$ cat config.mk
export PLATFORM = sky130hd
export DESIGN_NAME = oam_dma_flat
export DESIGN_NICKNAME = d
export VERILOG_FILES = /design/src/rtl/oam_dma_if.sv /design/src/rtl/oam_dma.sv /design/src/flat_wrapper.sv
export SDC_FILE = /design/constraint.sdc
export NUM_CORES = 1
export LEC_CHECK = 0
export CAP_MARGIN = 20
export CORE_MARGIN = 2
export CORE_UTILIZATION = 47
export CTS_BUF_LIST = sky130_fd_sc_hd__clkbuf_8
export DETAILED_ROUTE_END_ITERATION = 8
export PLACE_DENSITY_LB_ADDON = 0.08
export SETUP_SLACK_MARGIN = 0.2
export SYNTH_ARGS = -nofsm -noshare
export SYNTH_HDL_FRONTEND = slang
export SYNTH_SLANG_ARGS = --single-unit
$ cat constraint.sdc
create_clock -name i_cpu_clk -period 2 [get_ports i_cpu_clk]
set_input_delay 0.3 -clock i_cpu_clk [delete_from_list [all_inputs] [get_ports i_cpu_clk]]
set_output_delay 0.3 -clock i_cpu_clk [all_outputs]
set_load 0.1 [all_outputs]
$ cat src/rtl/oam_dma_if.sv
// Bus bundle for the sprite DMA engine: CPU-bus snoop inputs plus the DMA bus-master side.
interface oam_dma_if;
  logic [15:0] i_bus_addr;
  logic        i_bus_wn;
  logic [7:0]  i_bus_wdata;
  logic        o_cpu_halt;
  logic        o_dma_active;
  logic [15:0] o_dma_addr;
  logic        o_dma_wn;
  logic [7:0]  o_dma_wdata;
  logic [7:0]  i_dma_rdata;
  logic        o_dma_done;

  // DMA engine side
  modport master (
    input  i_bus_addr, i_bus_wn, i_bus_wdata, i_dma_rdata,
    output o_cpu_halt, o_dma_active, o_dma_addr, o_dma_wn, o_dma_wdata, o_dma_done
  );

  // System side (CPU bus, bus mux, memory)
  modport slave (
    output i_bus_addr, i_bus_wn, i_bus_wdata, i_dma_rdata,
    input  o_cpu_halt, o_dma_active, o_dma_addr, o_dma_wn, o_dma_wdata, o_dma_done
  );
endinterface

$ cat src/rtl/oam_dma.sv
// Sprite DMA engine ($4014): halts the CPU and copies one page of CPU memory to OAMDATA.
module oam_dma #(
  parameter logic [15:0] DMA_REG_ADDR  = 16'h4014,
  parameter logic [15:0] OAM_PORT_ADDR = 16'h2004,
  parameter int unsigned XFER_CNT      = 256
) (
  input  logic      i_cpu_clk,
  input  logic      i_cpu_rstn,
  oam_dma_if.master bus
);

  localparam logic [9:0] XFER_LIM = 10'(XFER_CNT);

  typedef enum logic [2:0] {
    S_IDLE,
    S_HALT,
    S_ALIGN,
    S_READ,
    S_WRITE,
    S_DONE
  } state_t;

  state_t      state_q, state_d;
  logic        par_q, par_d;
  logic [8:0]  cnt_q, cnt_d;
  logic [7:0]  page_q, page_d;
  logic [7:0]  data_q, data_d;
  logic [9:0]  cnt_inc;

  logic        halt_q, halt_d;
  logic        active_q, active_d;
  logic [15:0] addr_q, addr_d;
  logic        wn_q, wn_d;
  logic [7:0]  wdata_q, wdata_d;
  logic        done_q, done_d;

  assign cnt_inc = {1'b0, cnt_q} + 10'd1;

  // State register: FSM, datapath and registered outputs, async active-low reset
  always_ff @(posedge i_cpu_clk or negedge i_cpu_rstn) begin
    if (!i_cpu_rstn) begin
      state_q  <= S_IDLE;
      par_q    <= 1'b0;
      cnt_q    <= '0;
      page_q   <= '0;
      data_q   <= '0;
      halt_q   <= 1'b0;
      active_q <= 1'b0;
      addr_q   <= '0;
      wn_q     <= 1'b1;
      wdata_q  <= '0;
      done_q   <= 1'b0;
    end else begin
      state_q  <= state_d;
      par_q    <= par_d;
      cnt_q    <= cnt_d;
      page_q   <= page_d;
      data_q   <= data_d;
      halt_q   <= halt_d;
      active_q <= active_d;
      addr_q   <= addr_d;
      wn_q     <= wn_d;
      wdata_q  <= wdata_d;
      done_q   <= done_d;
    end
  end

  // Next-state logic: trigger detect, parity alignment, read/write byte loop
  always_comb begin
    state_d = state_q;
    par_d   = ~par_q;
    cnt_d   = cnt_q;
    page_d  = page_q;
    data_d  = data_q;
    unique case (state_q)
      S_IDLE: begin
        if (bus.i_bus_addr == DMA_REG_ADDR && !bus.i_bus_wn) begin
          page_d  = bus.i_bus_wdata;
          cnt_d   = '0;
          state_d = S_HALT;
        end
      end
      S_HALT:  state_d = par_q ? S_READ : S_ALIGN;
      S_ALIGN: state_d = S_READ;
      S_READ: begin
        data_d  = bus.i_dma_rdata;
        state_d = S_WRITE;
      end
      S_WRITE: begin
        cnt_d   = cnt_inc[8:0];
        state_d = (cnt_inc < XFER_LIM) ? S_READ : S_DONE;
      end
      S_DONE:  state_d = S_IDLE;
      default: state_d = S_IDLE;
    endcase
  end

  // Output decode: from the upcoming state so the registered outputs line up with it
  always_comb begin
    halt_d   = 1'b0;
    active_d = 1'b0;
    addr_d   = '0;
    wn_d     = 1'b1;
    wdata_d  = '0;
    done_d   = 1'b0;
    unique case (state_d)
      S_HALT: halt_d = 1'b1;
      S_ALIGN: begin
        halt_d   = 1'b1;
        active_d = 1'b1;
      end
      S_READ: begin
        halt_d   = 1'b1;
        active_d = 1'b1;
        addr_d   = {page_d, cnt_d[7:0]};
      end
      S_WRITE: begin
        halt_d   = 1'b1;
        active_d = 1'b1;
        wn_d     = 1'b0;
        addr_d   = OAM_PORT_ADDR;
        wdata_d  = data_d;
      end
      S_DONE:  done_d = 1'b1;
      default: ;
    endcase
  end

  assign bus.o_cpu_halt   = halt_q;
  assign bus.o_dma_active = active_q;
  assign bus.o_dma_addr   = addr_q;
  assign bus.o_dma_wn     = wn_q;
  assign bus.o_dma_wdata  = wdata_q;
  assign bus.o_dma_done   = done_q;

endmodule
$ cat src/flat_wrapper.sv
// flat-port wrapper written by rule: the top's interface ports become plain ports
module oam_dma_flat 
#(
  parameter logic [15:0] DMA_REG_ADDR  = 16'h4014,
  parameter logic [15:0] OAM_PORT_ADDR = 16'h2004,
  parameter int unsigned XFER_CNT      = 256
)
  (i_cpu_clk, i_cpu_rstn, bus_i_bus_addr, bus_i_bus_wn, bus_i_bus_wdata, bus_i_dma_rdata, bus_o_cpu_halt, bus_o_dma_active, bus_o_dma_addr, bus_o_dma_wn, bus_o_dma_wdata, bus_o_dma_done);
  oam_dma_if bus_i ();
  input  logic i_cpu_clk;
  input  logic i_cpu_rstn;
  input wire logic [$bits(bus_i.i_bus_addr)-1:0] bus_i_bus_addr;
  input wire logic [$bits(bus_i.i_bus_wn)-1:0] bus_i_bus_wn;
  input wire logic [$bits(bus_i.i_bus_wdata)-1:0] bus_i_bus_wdata;
  input wire logic [$bits(bus_i.i_dma_rdata)-1:0] bus_i_dma_rdata;
  output wire logic [$bits(bus_i.o_cpu_halt)-1:0] bus_o_cpu_halt;
  output wire logic [$bits(bus_i.o_dma_active)-1:0] bus_o_dma_active;
  output wire logic [$bits(bus_i.o_dma_addr)-1:0] bus_o_dma_addr;
  output wire logic [$bits(bus_i.o_dma_wn)-1:0] bus_o_dma_wn;
  output wire logic [$bits(bus_i.o_dma_wdata)-1:0] bus_o_dma_wdata;
  output wire logic [$bits(bus_i.o_dma_done)-1:0] bus_o_dma_done;
  assign bus_i.i_bus_addr = bus_i_bus_addr;
  assign bus_i.i_bus_wn = bus_i_bus_wn;
  assign bus_i.i_bus_wdata = bus_i_bus_wdata;
  assign bus_i.i_dma_rdata = bus_i_dma_rdata;
  assign bus_o_cpu_halt = bus_i.o_cpu_halt;
  assign bus_o_dma_active = bus_i.o_dma_active;
  assign bus_o_dma_addr = bus_i.o_dma_addr;
  assign bus_o_dma_wn = bus_i.o_dma_wn;
  assign bus_o_dma_wdata = bus_i.o_dma_wdata;
  assign bus_o_dma_done = bus_i.o_dma_done;
  oam_dma #(.DMA_REG_ADDR(DMA_REG_ADDR), .OAM_PORT_ADDR(OAM_PORT_ADDR), .XFER_CNT(XFER_CNT)) u_core (.i_cpu_clk(i_cpu_clk), .i_cpu_rstn(i_cpu_rstn), .bus(bus_i));
endmodule
; ---- Word-level counts from Yosys, hierarchy flattened
; Cells that the tools add are included.
[totals]
register_bits = 57
in_bits = 35
output_inout_bits = 28
wordCells = 48
[classes]
add_sub_neg = 1
magnitude_cmp = 1
eq_ne = 11
n_mux = 15
n_bitwise = 1
n_reduce_logical = 7
[op_table]
columns = op, n
row1 = $mux 8, 4
row2 = $pmux 16 s2, 1
row3 = $pmux 9 s2, 1
row4 = $eq 16x15->1 const B, 1
row5 = $pmux 3 s5, 1
row6 = $eq 3x2->1 const B, 4
row7 = $add 9x1->10 const B, 1
row8 = $lt 10x9->1 const B, 1
row9 = $eq 3x3->1 const B, 3
row10 = $mux 9, 1
row11 = $eq 3x1->1 const B, 2
row12 = $mux 3, 2
row13 = $mux 1, 5
row14 = $reduce_or 4->1, 1
row15 = $logic_not 3->1, 1
row16 = $reduce_or 3->1, 1
row17 = $ne 2x1->1 const B, 1
row18 = $reduce_and 2->1, 1
row19 = $reduce_bool 2->1, 1
row20 = $logic_and 1x1->1, 1
row21 = $logic_not 1->1, 1
row22 = $not 1->1, 1

; ---- Logic depth before layout (Yosys ltp)
; Gate-level depths: netlist of the first run.
[logic_depth]
ltp_word = 7
mapped_depth = 7

; ---- Worst setup path before layout of the first run
; OpenSTA, ideal clock, no wires.
[synth_timing]
path_type = input -> register
startpoint = input port bus_i_bus_addr[6]
endpoint = register u_core.addr_q[11] (netlist: u_core.bus.o_dma_addr[11])
arrival_ps = 1727
path_slack_ps = 154
stages = 6
n_path_buf = 1
cell_sequence = or4_4 > nor2_4 > and3_4 > buf_12 > mux2_4 > and2b_1
[synth_via]
elab_cells_between_ends = 9
cone_classes = eq/ne (3) / mux (5) / reduce/logical (1)
[synth_lines]
columns = item, line
row1 = start: declaration, flat_wrapper.sv:12  ; input wire logic [$bits(bus_i.i_bus_addr)-1:0] bus_i_bus_addr;
row2 = $eq 16x15->1, oam_dma.sv:77  ; if (bus.i_bus_addr == DMA_REG_ADDR && !bus.i_bus_wn) begin
row3 = $logic_and 1x1->1, oam_dma.sv:77
row4 = $mux 8, oam_dma.sv:77
row5 = $mux 8, oam_dma.sv:75  ; unique case (state_q)
row6 = named net u_core.page_d[3], oam_dma.sv:26  ; logic [7:0] page_q, page_d;
row7 = $pmux 16 s2, oam_dma.sv:106  ; unique case (state_d)
row8 = named net u_core.addr_d[11], oam_dma.sv:32  ; logic [15:0] addr_q, addr_d;
row9 = end signal: assignment, oam_dma.sv:61  ; addr_q <= addr_d;
row10 = end: declaration, oam_dma.sv:32
; The timed path passes the listed nets, and every way through them passes these cells.
; A chain may end at the register's enable or synchronous reset.

; ---- Worst setup path in the final report of the first run
[layout_timing]
startpoint = input port bus_i_bus_addr[5]
endpoint = register u_core.addr_q[11] (netlist: u_core.bus.o_dma_addr[11])
; The elaborated chain is that of the path after synthesis.

==> results of run 1 <==
==> power by group through the flow <==
| stage | registers, mW | clock network, mW | logic [mW] |
|---|---|---|---|
| after floorplan | 1.93 | 0 | 0.473 |
| after global placement | 1.28 | 0 | 1.44 |
| after detailed placement | 1.28 | 0 | 1.46 |
| after CTS | 1.27 | 0.728 | 1.51 |
| after global routing | 1.31 | 0.776 | 1.68 |
| final | 1.29 | 0.712 | 1.61 |
==> Yosys cell counts, drive strengths merged, types with 3 or more instances <==
library cell,instances,share of area
a21oi,6,0.017
nand3,8,0.020
clkbuf,5,0.0094
mux2,6,0.045
o21ai,6,0.015
and3,9,0.031
dfrtp,48,0.60
inv,4,0.0075
mux2i,5,0.025
nand2,10,0.019
nor3,8,0.022
xor2,3,0.013
and2b,7,0.026
buf,5,0.021
nor2,10,0.022
o31ai,3,0.011
==> cell type report <==
cell class	count	area, µm²	share of cell area
clock inverter	2	33.78	0.01163
clock buffer	6	82.58	0.02844
timing repair buffer	80	685.7	0.2361
multi-input combinational	103	794.5	0.2736
inverter	4	15.01	0.005170
sequential	49	1230	0.4235
tap	50	62.56	0.02154
==> layout by cell type, fill, tap and decap left out, drive strengths merged, types with 3 or more instances in the layout <==
cell           netlist  final
and3                 9     10
and2b                7      7
a21oi                6      7
nand3                8      8
clkbuf               5      6
nor3                 8      8
dfrtp               48     48
dlygate4sd2          0      6
buf                  5     46
mux2                 6      6
mux2i                5      5
xor2                 3      3
o31ai                3      3
inv                  4      5
clkdlybuf4s50        0     22
nor2                10     10
dlymetal6s2s         0      4
o21ai                6      6
nand2               10     10
==> what timing repair did <==
item	CTS	global route
gates resized for setup	17	14
hold buffers	1	0
endpoints found under the hold margin	11	0
setup buffers	1	8
pin swaps	6	8
gates cloned	1	1
endpoints found under the setup margin	27	18
==> through the flow <==
stage          instance area (µm²)  setup WS, ns  TNS (ns)
3_3_place_gp                  2613       -0.2648    -4.507
5_1_grt                       2904        0.1344         0
6_report                      2904        0.2450         0
3_5_place_dp                  2613       -0.3274    -5.469
4_1_cts                       2785        0.1965         0
2_1_floorplan                 2006        0.1542         0
==> kinds of logic after synthesis <==
kind of cell	count (synthesis)	share of synthesized area
xor+xnor	5	0.02184
flops	49	0.6120
mux	11	0.06987
fa+ha+maj	1	0.006237
simple gates	64	0.1890
buf+inv	14	0.03805
compound gates	20	0.06301
==> routing by layer <==
layer | vias up | global-route usage | share of wire
li1 | 721 | - | -
met1 | 729 | 0.2382 | 0.45
met2 | 66 | 0.3002 | 0.48
met3 | 2 | 0.04797 | 0.067
met4 | 0 | 0.07190 | 0.0062
met5 | - | 0 | 0
==> worst max-delay path: stages <==
cell and delay (ns):
dlygate4sd2_1 0.23, or4bb_4 0.54, nor2_4 0.12, and3_4 0.27
mux2_4 0.32, and2b_1 0.16
==> worst min path at each step <==
stage / from / to / slack [ns] / depth (start not counted)
after CTS: i_cpu_rstn / u_core.page_q[5] / 0.40 / 2
after floorplan: i_cpu_rstn / u_core.bus.o_cpu_halt / 0.004 / 0
after detailed placement: i_cpu_rstn / u_core.bus.o_dma_addr[12] / 0.19 / 1
after global placement: i_cpu_rstn / u_core.bus.o_dma_addr[12] / 0.18 / 1
final: i_cpu_rstn / u_core.page_q[5] / 0.41 / 2
after global routing: i_cpu_rstn / u_core.bus.o_dma_addr[12] / 0.42 / 2
==> sequential cells by signal, summed over array words and instances (netlist names) <==
| name | count |
|---|---|
| u_core.cnt_q | 9 |
| u_core.state_q | 3 |
| u_core.bus.o_cpu_halt | 1 |
| u_core.bus.o_dma_wdata | 8 |
| u_core.bus.o_dma_active | 1 |
| u_core.bus.o_dma_done | 1 |
| u_core.par_q | 1 |
| u_core.page_q | 8 |
| u_core.bus.o_dma_wn | 1 |
| u_core.bus.o_dma_addr | 16 |
==> run_results.csv, run 1 <==
group,metric,value,unit
synthesis,synth-seq-cells,49,
setup_path,crit_start,"bus_i_bus_addr[5]",
floorplan,rows,23,
cells_and_area,final_cells,294,
cells_and_area,fill_cells,280,
sta,fin_crit_sh,0.8775,
power,fin_total_pwr,3.611,mW
cells_and_area,drive_gt1_frac,0.3320,
setup_path,critPathKind,"in -> reg",
clock_network,cts_max_path_buffers,2,
sta,relSlewSlack,0.6504,
synthesis,ys_warn_count,0,
sta,hold_viol_final,0,
synthesis,synth_cells,164,
flow_run,max_cap_violations,0,
power,p_leak,1.489,nW
floorplan,die_x,69.33,µm
power,vdd_drop_max,0.6946,mV
floorplan,core_area,4058,µm²
global_route,grt_max_degree,22,
sta,setup_viol,0,
power,cell_internal_pwr,2.011,mW
sta,finalClockSkew,0.008656,ns
setup_path,cp-end-kind,"flip-flop",
power,share_comb_of_total_power,0.446,
setup_path,reg2reg_slack,0.25,ns
detailed_routing,vias,1518,
floorplan,start_util,0.4943,
synthesis,avgSynthCellArea,12.23,µm²
power,clockPowerShare,0.197,
detailed_routing,wl_per_cell,14.87,µm
clock_network,numCtsBuffers,5,
hold_path,hold_class,"in -> async",
synthesis,ys.flop_type,"dfrtp_1",
setup_path,setup.worst_path.end,"u_core.bus.o_dma_addr[11]",
sta,slew_violations,0,
synthesis,ys_types,40,
clock_network,clkLatencyLatePin,0.30,ns
detailed_routing,viasPerCell,5.163,
floorplan,die_h,69.33,µm
synthesis,synth_fp_nets,200,
setup_path,worstPathRequired,2.19,ns
detailed_routing,final_antenna_net_count,0,
clock_network,htree_levels,2,
setup_path,cp.arrival,1.94,ns
sta,max_freq,0.5698,GHz
power,p_sw,1.600,mW
global_route,grt_overflow,0,
global_route,antenna_found_initial,0,
power,switching_share,0.4430,
place,dp.cells,274,
power,p_per_area,1243,nW/µm²
setup_path,cp_max_fo,5,
clock_network,clk_root_buffer_cell,"clkbuf_8",
detailed_routing,drt-initial-drc-count,113,
detailed_routing,finalWirelength,4.373,mm
synthesis,synth_area,2006,µm²
setup_path,timing.rr.end,"u_core.bus.o_dma_addr[2]",
synthesis,synth_edf_count,0,
sta,whs,0.4131,ns
setup_path,worstReg2RegStart,"u_core.cnt_q[0]",
detailed_routing,dr.pass1.iters,4,
sta,rsz0062_at_grt,"true",
synthesis,synth.yosys.seq_area_share,0.6120,
global_route,first_global_vias,1493,
sta,worst_slew_pin_slew,0.5234,ns
clock_network,cts_tree,"done",
place,dp_hpwl,2.891,mm
power,seqPwrFrac,0.357,
setup_path,r2r_cells,7,
cells_and_area,antenna_cells,0,
cells_and_area,finalNetCount,279,
floorplan,pin_count,63,
floorplan,dieArea,4806,µm²
cells_and_area,utilization,0.7157,
cells_and_area,area_growth,44.79,%
setup_path,critPathLaunchType,"primary input",
global_route,grtUsageTotal,0.1850,
status,outcome,"complete, no violations",
detailed_routing,route.detailed.drc,0,
place,io_buffers,62,
place,routabilityCongestion,0.7528,
clock_network,clock-sinks,49,
sta,timing.final.crit_period,1.755,ns
clock_network,path_clk_slew,0.08,ns
global_route,grt_pass1_wl,7.044,mm
synthesis,async_flop_share,1.000,
Note: power is estimated with default switching activity, not from simulation.
==> inputs of run 2 (changes only) <==
--- a/config.mk
+++ b/config.mk
@@ -10,6 +10,7 @@
 export CORE_UTILIZATION = 47
 export CTS_BUF_LIST = sky130_fd_sc_hd__clkbuf_8
 export DETAILED_ROUTE_END_ITERATION = 8
+export HOLD_SLACK_MARGIN = 0.08
 export PLACE_DENSITY_LB_ADDON = 0.08
 export SETUP_SLACK_MARGIN = 0.2
 export SYNTH_ARGS = -nofsm -noshare
==> results of run 2 <==
Final layout, timing and power as in run 1 (identical DEF).
